`config.mk`:
```
export PLATFORM = sky130hd
export DESIGN_NAME = rr_fifo_arbiter
export DESIGN_NICKNAME = d
export VERILOG_FILES = /design/src/rtl/rr_fifo_arbiter.sv
export SDC_FILE = /design/constraint.sdc
export NUM_CORES = 1
export LEC_CHECK = 0
export BUFFER_PORTS_ARGS = -buffer_cell sky130_fd_sc_hd__buf_2
export CORE_UTILIZATION = 46
export CTS_BUF_LIST = sky130_fd_sc_hd__clkbuf_2
export DETAILED_ROUTE_END_ITERATION = 16
export PLACE_DENSITY = 0.85
export SETUP_SLACK_MARGIN = 0.4
export SYNTH_ARGS = -nofsm -noshare
export SYNTH_HDL_FRONTEND = slang
export SYNTH_SLANG_ARGS = --single-unit
```
`constraint.sdc`:
```
create_clock -name clk -period 2.2 [get_ports clk]
set_input_delay 0 -clock clk [delete_from_list [all_inputs] [get_ports clk]]
set_output_delay 0 -clock clk [all_outputs]
set_load 0.005 [all_outputs]
```
`src/rtl/rr_fifo_arbiter.sv`:
```
// rr_fifo_arbiter: fair round-robin 4x4 switch from four show-ahead input FIFOs to four output FIFOs; `define RR_STATS_EN adds grant/stall counters.
// Latency: heads sampled at edge E produce pop/push/data registered at E, acted on by the FIFOs at E+1; no word is held inside.
// Backpressure: inputs whose destination is almost full are skipped; almost_full must leave >=2 free entries since a push is seen one edge late.
module rr_fifo_arbiter #(
   parameter int DATA_W   = 10,
   parameter int DEST_MSB = 9
) (
   input  logic              clk,
   input  logic              reset,
   input  logic              enable,
   input  logic              empty_P0,
   input  logic              empty_P1,
   input  logic              empty_P2,
   input  logic              empty_P3,
   input  logic [DATA_W-1:0] in_FIFO_0,
   input  logic [DATA_W-1:0] in_FIFO_1,
   input  logic [DATA_W-1:0] in_FIFO_2,
   input  logic [DATA_W-1:0] in_FIFO_3,
   input  logic              almost_full_P0,
   input  logic              almost_full_P1,
   input  logic              almost_full_P2,
   input  logic              almost_full_P3,
   output logic              pop_F0,
   output logic              pop_F1,
   output logic              pop_F2,
   output logic              pop_F3,
   output logic              push_F0,
   output logic              push_F1,
   output logic              push_F2,
   output logic              push_F3,
   output logic [DATA_W-1:0] out_FIFO_0,
   output logic [DATA_W-1:0] out_FIFO_1,
   output logic [DATA_W-1:0] out_FIFO_2,
   output logic [DATA_W-1:0] out_FIFO_3,
   output logic              busy
`ifdef RR_STATS_EN
   ,
   input  logic              stats_clr,
   output logic [7:0]        grant_cnt_0,
   output logic [7:0]        grant_cnt_1,
   output logic [7:0]        grant_cnt_2,
   output logic [7:0]        grant_cnt_3,
   output logic [7:0]        stall_cnt
`endif
);

   logic [3:0]             empty_v;
   logic [3:0]             afull_v;
   logic [3:0][DATA_W-1:0] head;
   logic [3:0]             elig;

   logic [1:0]             ptr_q;
   logic [3:0]             mask_q;
   logic [3:0]             pop_q;
   logic [3:0]             push_q;
   logic                   busy_q;
   logic [3:0][DATA_W-1:0] out_q;

   logic                   gnt_vld;
   logic [1:0]             gnt_idx;
   logic [1:0]             gnt_dest;
   logic [1:0]             cand;

   assign empty_v = {empty_P3, empty_P2, empty_P1, empty_P0};
   assign afull_v = {almost_full_P3, almost_full_P2, almost_full_P1, almost_full_P0};
   assign head    = {in_FIFO_3, in_FIFO_2, in_FIFO_1, in_FIFO_0};

   // The mask keeps a just-popped input out for one edge: its head/empty only update after the pop lands.
   always_comb begin
      elig = '0;
      for (int i = 0; i < 4; i++) begin
         elig[i] = enable & ~empty_v[i] & ~afull_v[head[i][DEST_MSB -: 2]] & ~mask_q[i];
      end
   end

   always_comb begin
      gnt_vld = 1'b0;
      gnt_idx = ptr_q;
      cand    = ptr_q;
      for (int k = 1; k <= 4; k++) begin
         cand = ptr_q + 2'(k);
         if (!gnt_vld && elig[cand]) begin
            gnt_vld = 1'b1;
            gnt_idx = cand;
         end
      end
   end

   assign gnt_dest = head[gnt_idx][DEST_MSB -: 2];

   always_ff @(posedge clk or posedge reset) begin
      if (reset) begin
         ptr_q  <= 2'd3;
         mask_q <= '0;
         pop_q  <= '0;
         push_q <= '0;
         busy_q <= 1'b0;
         out_q  <= '0;
      end else begin
         busy_q <= gnt_vld;
         if (gnt_vld) begin
            ptr_q             <= gnt_idx;
            mask_q            <= 4'b0001 << gnt_idx;
            pop_q             <= 4'b0001 << gnt_idx;
            push_q            <= 4'b0001 << gnt_dest;
            out_q[gnt_dest]   <= head[gnt_idx];
         end else begin
            mask_q <= '0;
            pop_q  <= '0;
            push_q <= '0;
         end
      end
   end

   assign pop_F0     = pop_q[0];
   assign pop_F1     = pop_q[1];
   assign pop_F2     = pop_q[2];
   assign pop_F3     = pop_q[3];
   assign push_F0    = push_q[0];
   assign push_F1    = push_q[1];
   assign push_F2    = push_q[2];
   assign push_F3    = push_q[3];
   assign out_FIFO_0 = out_q[0];
   assign out_FIFO_1 = out_q[1];
   assign out_FIFO_2 = out_q[2];
   assign out_FIFO_3 = out_q[3];
   assign busy       = busy_q;

`ifdef RR_STATS_EN
   logic [3:0][7:0] gcnt_q;
   logic [7:0]      stall_q;
   logic            stall_evt;

   // A stall is pending work with grants allowed but nothing issued (mask bubble or full destination).
   assign stall_evt = enable & ~(&empty_v) & ~gnt_vld;

   always_ff @(posedge clk or posedge reset) begin
      if (reset) begin
         gcnt_q  <= '0;
         stall_q <= '0;
      end else if (stats_clr) begin
         gcnt_q  <= '0;
         stall_q <= '0;
      end else begin
         if (gnt_vld && gcnt_q[gnt_idx] != 8'hFF) begin
            gcnt_q[gnt_idx] <= gcnt_q[gnt_idx] + 8'd1;
         end
         if (stall_evt && stall_q != 8'hFF) begin
            stall_q <= stall_q + 8'd1;
         end
      end
   end

   assign grant_cnt_0 = gcnt_q[0];
   assign grant_cnt_1 = gcnt_q[1];
   assign grant_cnt_2 = gcnt_q[2];
   assign grant_cnt_3 = gcnt_q[3];
   assign stall_cnt   = stall_q;
`endif

endmodule

```
==> out/metrics.yaml, run 1 <==
clock_network:
  clk_latency_ns: 0.42
  cts.path.max_buffers: 2
  ctsRootBufferMaster: "clkbuf_2"
  clk_pin_slew_ns: 0.24
  cts_tree: "built"
  numCtsBuffers: 5
  clock-sinks: 51
  cts-htree-levels: 2
pwr:
  combPwrFrac: 0.556
  pwr-share-clk: 0.103
  p_per_area_mw_per_mm2: 1240
  p_switching_mw: 1.73
  p_int_mw: 2.84
  seq_power_share: 0.342
  ir_worst_vdd_v: 0.000732
  post-layout-total-power_mw: 4.58
  swShare: 0.379
  leakage_nw: 2.09
final_layout:
  n_antenna_cell: 0
  postLayoutCellArea_mm2: 0.00369
  mostFrequentLayoutCells: "buf_2, dfrtp_1, mux2i_1, inv_1, buf_4"
  postLayoutCoreUtil: 0.670
  layout-drive-gt1-share: 0.546
  areaGrowthSynthToFinish_pct: 40.9
  stdcell_count: 422
  num-nets-final: 400
  fillerInstances: 414
  final_common_cell: "buf_2"
timing:
  drv_slew: 0
  rsz0062_at_grt: "yes"
  setup_viol: 44
  fin_skew_ns: 0.00995
  fmax_mhz: 396
  finalWorstSetupSlack_ns: -0.326
  period_needed_ns: 2.53
  fin_crit_sh: 1.15
  tightest_slew_ns: 0.624
  finalHoldViolations: 0
  max_slew_margin: 0.584
placement:
  dpl_cell_area_mm2: 0.00333
  placed_cells: 398
  port_buffers: 99
  place_hpwl_um: 4530
  place.gp.congestion: 0.892
drt:
  drtIter0Drc: 146
  wl_per_cell_um: 15.3
  dr.pass1.iters: 6
  wirelength_um: 6460
  drc: 0
  via_per_inst: 5.08
  vias: 2145
  ant_nets: 0
synthesis:
  synth_top_area_share: 0.468
  synth.yosys.seq_area_share: 0.488
  synthArstFlopShare: 1.00
  syn_nets: 262
  ys_seq_elements: 51
  synthCells: 211
  syn_avg_cell_area_um2: 12.4
  synthFlopType: "dfrtp_1"
  yosysUniqueCellTypes: 42
  yosys_warnings: 0
  yosysTopAreaCell: "dfrtp_1"
  synth_edf_count: 0
  yosys-top-cells-area: "dfrtp_1, mux2i_1, inv_1"
  synthesis.area_mm2: 0.00262
floorplan:
  die_y_um: 77.5
  io_pins: 100
  rows: 27
  coreArea_mm2: 0.00551
  die_x_um: 77.5
  dieArea_mm2: 0.00600
  initial_core_util: 0.476
critical_path:
  critPathMaxFanout: 5
  slowest_stage: "dfrtp_1"
  crit_chain: "or3b_4 -> or2_4 -> a311oi_4 -> nand3_1 -> and3b_2 -> o211ai_4 -> clkbuf_16 -> mux2i_1"
  required_ns: 2.57
  worstSetupPathType: "reg -> reg"
  worstSetupStartpointType: "register"
  slowest_delay_ns: 0.44
  arrival_ns: 2.89
  end_kind: "register"
global_route:
  grt_max_degree: 52
  antenna_found_initial: 0
  grt_pass1_wl_um: 9760
  grt_pass1_vias: 2019
  grt_use_total: 0.211
  grt_overflow: 0
outcome:
  status: "finished with violations"
  violations: "negative setup slack"
flow_run:
  max_cap_violations: 0
hold_path:
  hold_path_class: "in -> reg"
-- worst max-delay path, delay by kind of cell, from the launching register on --
kind | cells | cell delay (ns)
mux | 1 | 0.18
flops | 1 | 0.44
buf+inv | 1 | 0.20
simple gates | 4 | 1.09
compound gates | 2 | 0.57
-- area by class of cell --
class	count	area, µm²	share of cell area
clock inverter	3	38.8	0.0105
inverter	37	141	0.0383
tap	72	90.1	0.0244
sequential	51	1280	0.346
multi-input combinational	117	1270	0.343
clock buffer	5	25.0	0.00678
timing repair buffer	137	851	0.231
-- power groups by stage --
stage / clock network (mW) / registers [mW] / logic [mW]
floorplan: 0 / 1.59 / 1.39
global placement: 0 / 1.56 / 2.09
detailed placement: 0 / 1.56 / 2.17
CTS: 0.486 / 1.55 / 2.37
global route: 0.508 / 1.60 / 2.74
finish: 0.471 / 1.56 / 2.54
-- state kept, by name, summed over array words and instances (netlist names) --
name and cells:
out_FIFO_0 10, push_q 4, busy 1, pop_q 4
ptr_q 2, out_FIFO_3 10, out_FIFO_2 10, out_FIFO_1 10
-- per-stage QoR --
stage | hold slack [ns] | setup TNS (ns) | worst slack, ns
floorplan | 0.281 | -2.86 | -0.105
global placement | 0.194 | -5.52 | -0.190
detailed placement | 0.204 | -7.87 | -0.255
CTS | 0.00960 | -9.22 | -0.290
global route | 0.0185 | -14.86 | -0.427
finish | 0.0288 | -10.94 | -0.326
-- routing by layer --
layer | track usage | wire length, µm | vias to the layer above
met5 | 0 | 0 | -
met4 | 0.0604 | 119 | 0
met3 | 0.0318 | 304 | 14
met2 | 0.354 | 3210 | 83
met1 | 0.282 | 2820 | 1048
li1 | - | - | 1000
-- repair_timing --
item                                   4_1_cts  5_1_grt
gates cloned                                 1        1
resized for setup                           22       11
setup endpoints to repair                   49       49
pin swaps                                    4        2
endpoints found under the hold margin       49        0
setup buffers                                8        5
hold buffers                                 1        0
-- Yosys cell counts, drive strengths merged, types with 2 or more instances --
cell,count
a21oi,5
and2,2
and3b,2
buf,7
dfrtp,49
dfstp,2
inv,37
mux2,8
mux2i,48
mux4,4
nand2b,4
nand3,6
nor2,3
nor2b,2
nor4,2
o211ai,3
o21a,4
o21ai,6
or2,3
or3b,3
-- worst paths after layout --
| kind | from | to | slack, ns | cells past startpoint |
|---|---|---|---|---|
| min in group asynchronous | reset | out_FIFO_2[2] | 0.26 | 4 |
| max | pop_q[0] | out_FIFO_1[5] | -0.33 | 8 |
| min | in_FIFO_0[7] | out_FIFO_2[7] | 0.03 | 4 |
| max in group asynchronous | reset | pop_q[2] | 1.53 | 4 |
| min reg2reg | out_FIFO_3[9] | out_FIFO_3[9] | 0.50 | 1 |
| max reg2reg | pop_q[0] | out_FIFO_1[5] | -0.33 | 8 |
-- cells by family after synthesis --
group	after synthesis	synth area share
muxes	60	0.261
DFF	51	0.488
buffers and inverters	44	0.0831
and+or+nand+nor	32	0.0917
AOI/OAI and AO/OA	24	0.0764
No activity file was read; power rests on OpenSTA's default activity.
==> run 2, diff against run 1 <==
- clock period: 2.2 -> 2.1 ns (I/O delays scaled with it)
==> run 2 against run 1 <==
The flow finishes with violations (negative hold slack, negative setup slack). Sequential cell count unchanged. Final area increased by 0.88%. Register-to-register slack got worse by 0.11 ns. Worst hold slack got worse by 0.041 ns. Combinational power increased by 6%. Worst setup slack got worse by 0.11 ns. Critical path type unchanged. Critical endpoint is now out_FIFO_3[5]. Largest cell class unchanged.
==> out/metrics.yaml, run 2 (synthesis gave the netlist of run 1 again) <==
outcome:
  status: "finished with violations"
  violations: "negative hold slack, negative setup slack"
critical_path:
  arrival_ns: 2.92
  required_ns: 2.49
  worstSetupPathType: "reg -> reg"
  crit_chain: "or3b_4 -> or2_4 -> a311o_1 -> o21ai_2 -> a21oi_2 -> o211ai_1 -> buf_4 -> buf_6 -> mux2i_1"
  worstSetupStartpointType: "register"
  end_kind: "register"
  slowest_delay_ns: 0.43
  slowest_stage: "dfrtp_1"
  critPathMaxFanout: 5
  critPathTopFamily: "compound AO/OA/AOI/OAI gates"
  cp_num_buf_inv: 2
floorplan:
  initial_core_util: 0.476
  io_pins: 100
  dieArea_mm2: 0.00600
  coreArea_mm2: 0.00551
  die_y_um: 77.5
  rows: 27
  die_x_um: 77.5
placement:
  placed_cells: 401
  port_buffers: 99
  dpl_cell_area_mm2: 0.00337
  place_hpwl_um: 4510
  dp_slack_ns: -0.347
  place.gp.congestion: 0.950
global_route:
  grt_use_total: 0.222
  grt_max_degree: 52
  grt_pass1_vias: 2098
  grt_overflow: 0
  antenna_found_initial: 0
  grt_pass1_wl_um: 10300
final_layout:
  fillerInstances: 383
  postLayoutCellArea_mm2: 0.00372
  num-nets-final: 406
  stdcell_count: 428
  areaGrowthSynthToFinish_pct: 42.1
  n_antenna_cell: 0
  mostFrequentLayoutCells: "buf_2, dfrtp_1, mux2i_1, inv_1, buf_4"
  layout-drive-gt1-share: 0.559
  final_common_cell: "buf_2"
pwr:
  leakage_nw: 2.11
  seq_power_share: 0.346
  p_per_area_mw_per_mm2: 1270
  p_switching_mw: 1.84
  post-layout-total-power_mw: 4.72
  combPwrFrac: 0.570
  ir_worst_vdd_v: 0.000672
  p_int_mw: 2.88
  swShare: 0.390
  pwr-share-clk: 0.084
timing:
  fin_skew_ns: 0.0298
  setup_viol: 44
  finalHoldViolations: 1
  fmax_mhz: 395
  tightest_slew_ns: 0.291
  period_needed_ns: 2.53
  rsz0062_at_grt: "yes"
  fin_crit_sh: 1.21
  drv_slew: 0
  max_slew_margin: 0.804
  finalWorstSetupSlack_ns: -0.434
  whs_ns: -0.0123
clock_network:
  clk_latency_ns: 0.47
  clock-sinks: 51
  ctsRootBufferMaster: "clkbuf_2"
  numCtsBuffers: 5
  clk_pin_slew_ns: 0.27
  cts_tree: "built"
  cts-htree-levels: 2
  cts.path.max_buffers: 2
drt:
  drtIter0Drc: 92
  wirelength_um: 6770
  vias: 2160
  ant_nets: 0
  dr.pass1.iters: 4
  drc: 0
  wl_per_cell_um: 15.8
  via_per_inst: 5.05
flow_run:
  max_cap_violations: 0
hold_path:
  hold_path_class: "in -> reg"
==> run 2: cell types whose count changed in the layout (fill, tap and decap cells not counted), moves of 2 or more <==
cell	delta
a21oi_1	-3
nor2_4	-2
a21oi_2	+3
clkinv_4	+2
buf_4	+4
or2_4	+2
dlygate4sd3_1	+2
==> run 2: through the flow <==
step                utilization  TNS [ns]
CTS                       0.659    -11.67
finish                    0.676    -14.73
global route              0.676    -17.78
floorplan                     -     -6.76
global placement          0.611     -9.85
detailed placement        0.611    -10.91
==> run 2: power by group through the flow <==
stage               registers (mW)  logic [mW]  clock network [mW]
finish                        1.63        2.69               0.398
global placement              1.63        2.22                   0
detailed placement            1.63        2.29                   0
global route                  1.68        2.91               0.442
floorplan                     1.66        1.45                   0
CTS                           1.63        2.52               0.400
==> run 2: routing by layer <==
layer,vias to the layer above,routed length (µm),GRT usage
met5,-,0,0
met4,0,112,0.0736
met3,11,290,0.0318
met2,80,3440,0.390
met1,1066,2920,0.280
li1,1003,-,-
==> run 2: layout make-up <==
type | instances | area (µm²) | share of cell area
clock buffer | 5 | 25.0 | 0.00672
clock inverter | 3 | 20.0 | 0.00538
sequential | 51 | 1280 | 0.343
multi-input combinational | 116 | 1250 | 0.336
inverter | 37 | 144 | 0.0386
timing repair buffer | 144 | 913 | 0.245
tap | 72 | 90.1 | 0.0242
==> run 2: path summary, 6_finish.rpt <==
kind / cells past startpoint / endpoint / from / slack [ns]
setup / recovery: 9 / out_FIFO_3[5] / pop_q[0] / -0.43
hold / removal: 4 / out_FIFO_1[6] / in_FIFO_1[6] / -0.01
setup reg to reg: 9 / out_FIFO_3[5] / pop_q[0] / -0.43
hold reg to reg: 1 / out_FIFO_2[9] / out_FIFO_2[9] / 0.50
max in group asynchronous: 4 / ptr_q[0] / reset / 1.74
min in group asynchronous: 4 / out_FIFO_1[8] / reset / 0.06
==> run 2: what timing repair did <==
action,CTS,global route
hold buffers,3,0
pin swaps,4,6
setup endpoints to repair,49,49
hold endpoints to repair,55,0
buffers inserted,7,7
gates cloned,1,1
resized for setup,25,9
==> run 2: worst register-to-register path, delay by kind of cell, from the launching register on <==
family,cells,cell delay (ns)
muxes,1,0.20
DFF,1,0.43
AOI/OAI and AO/OA,4,0.91
buffers and inverters,2,0.27
and+or+nand+nor,2,0.66
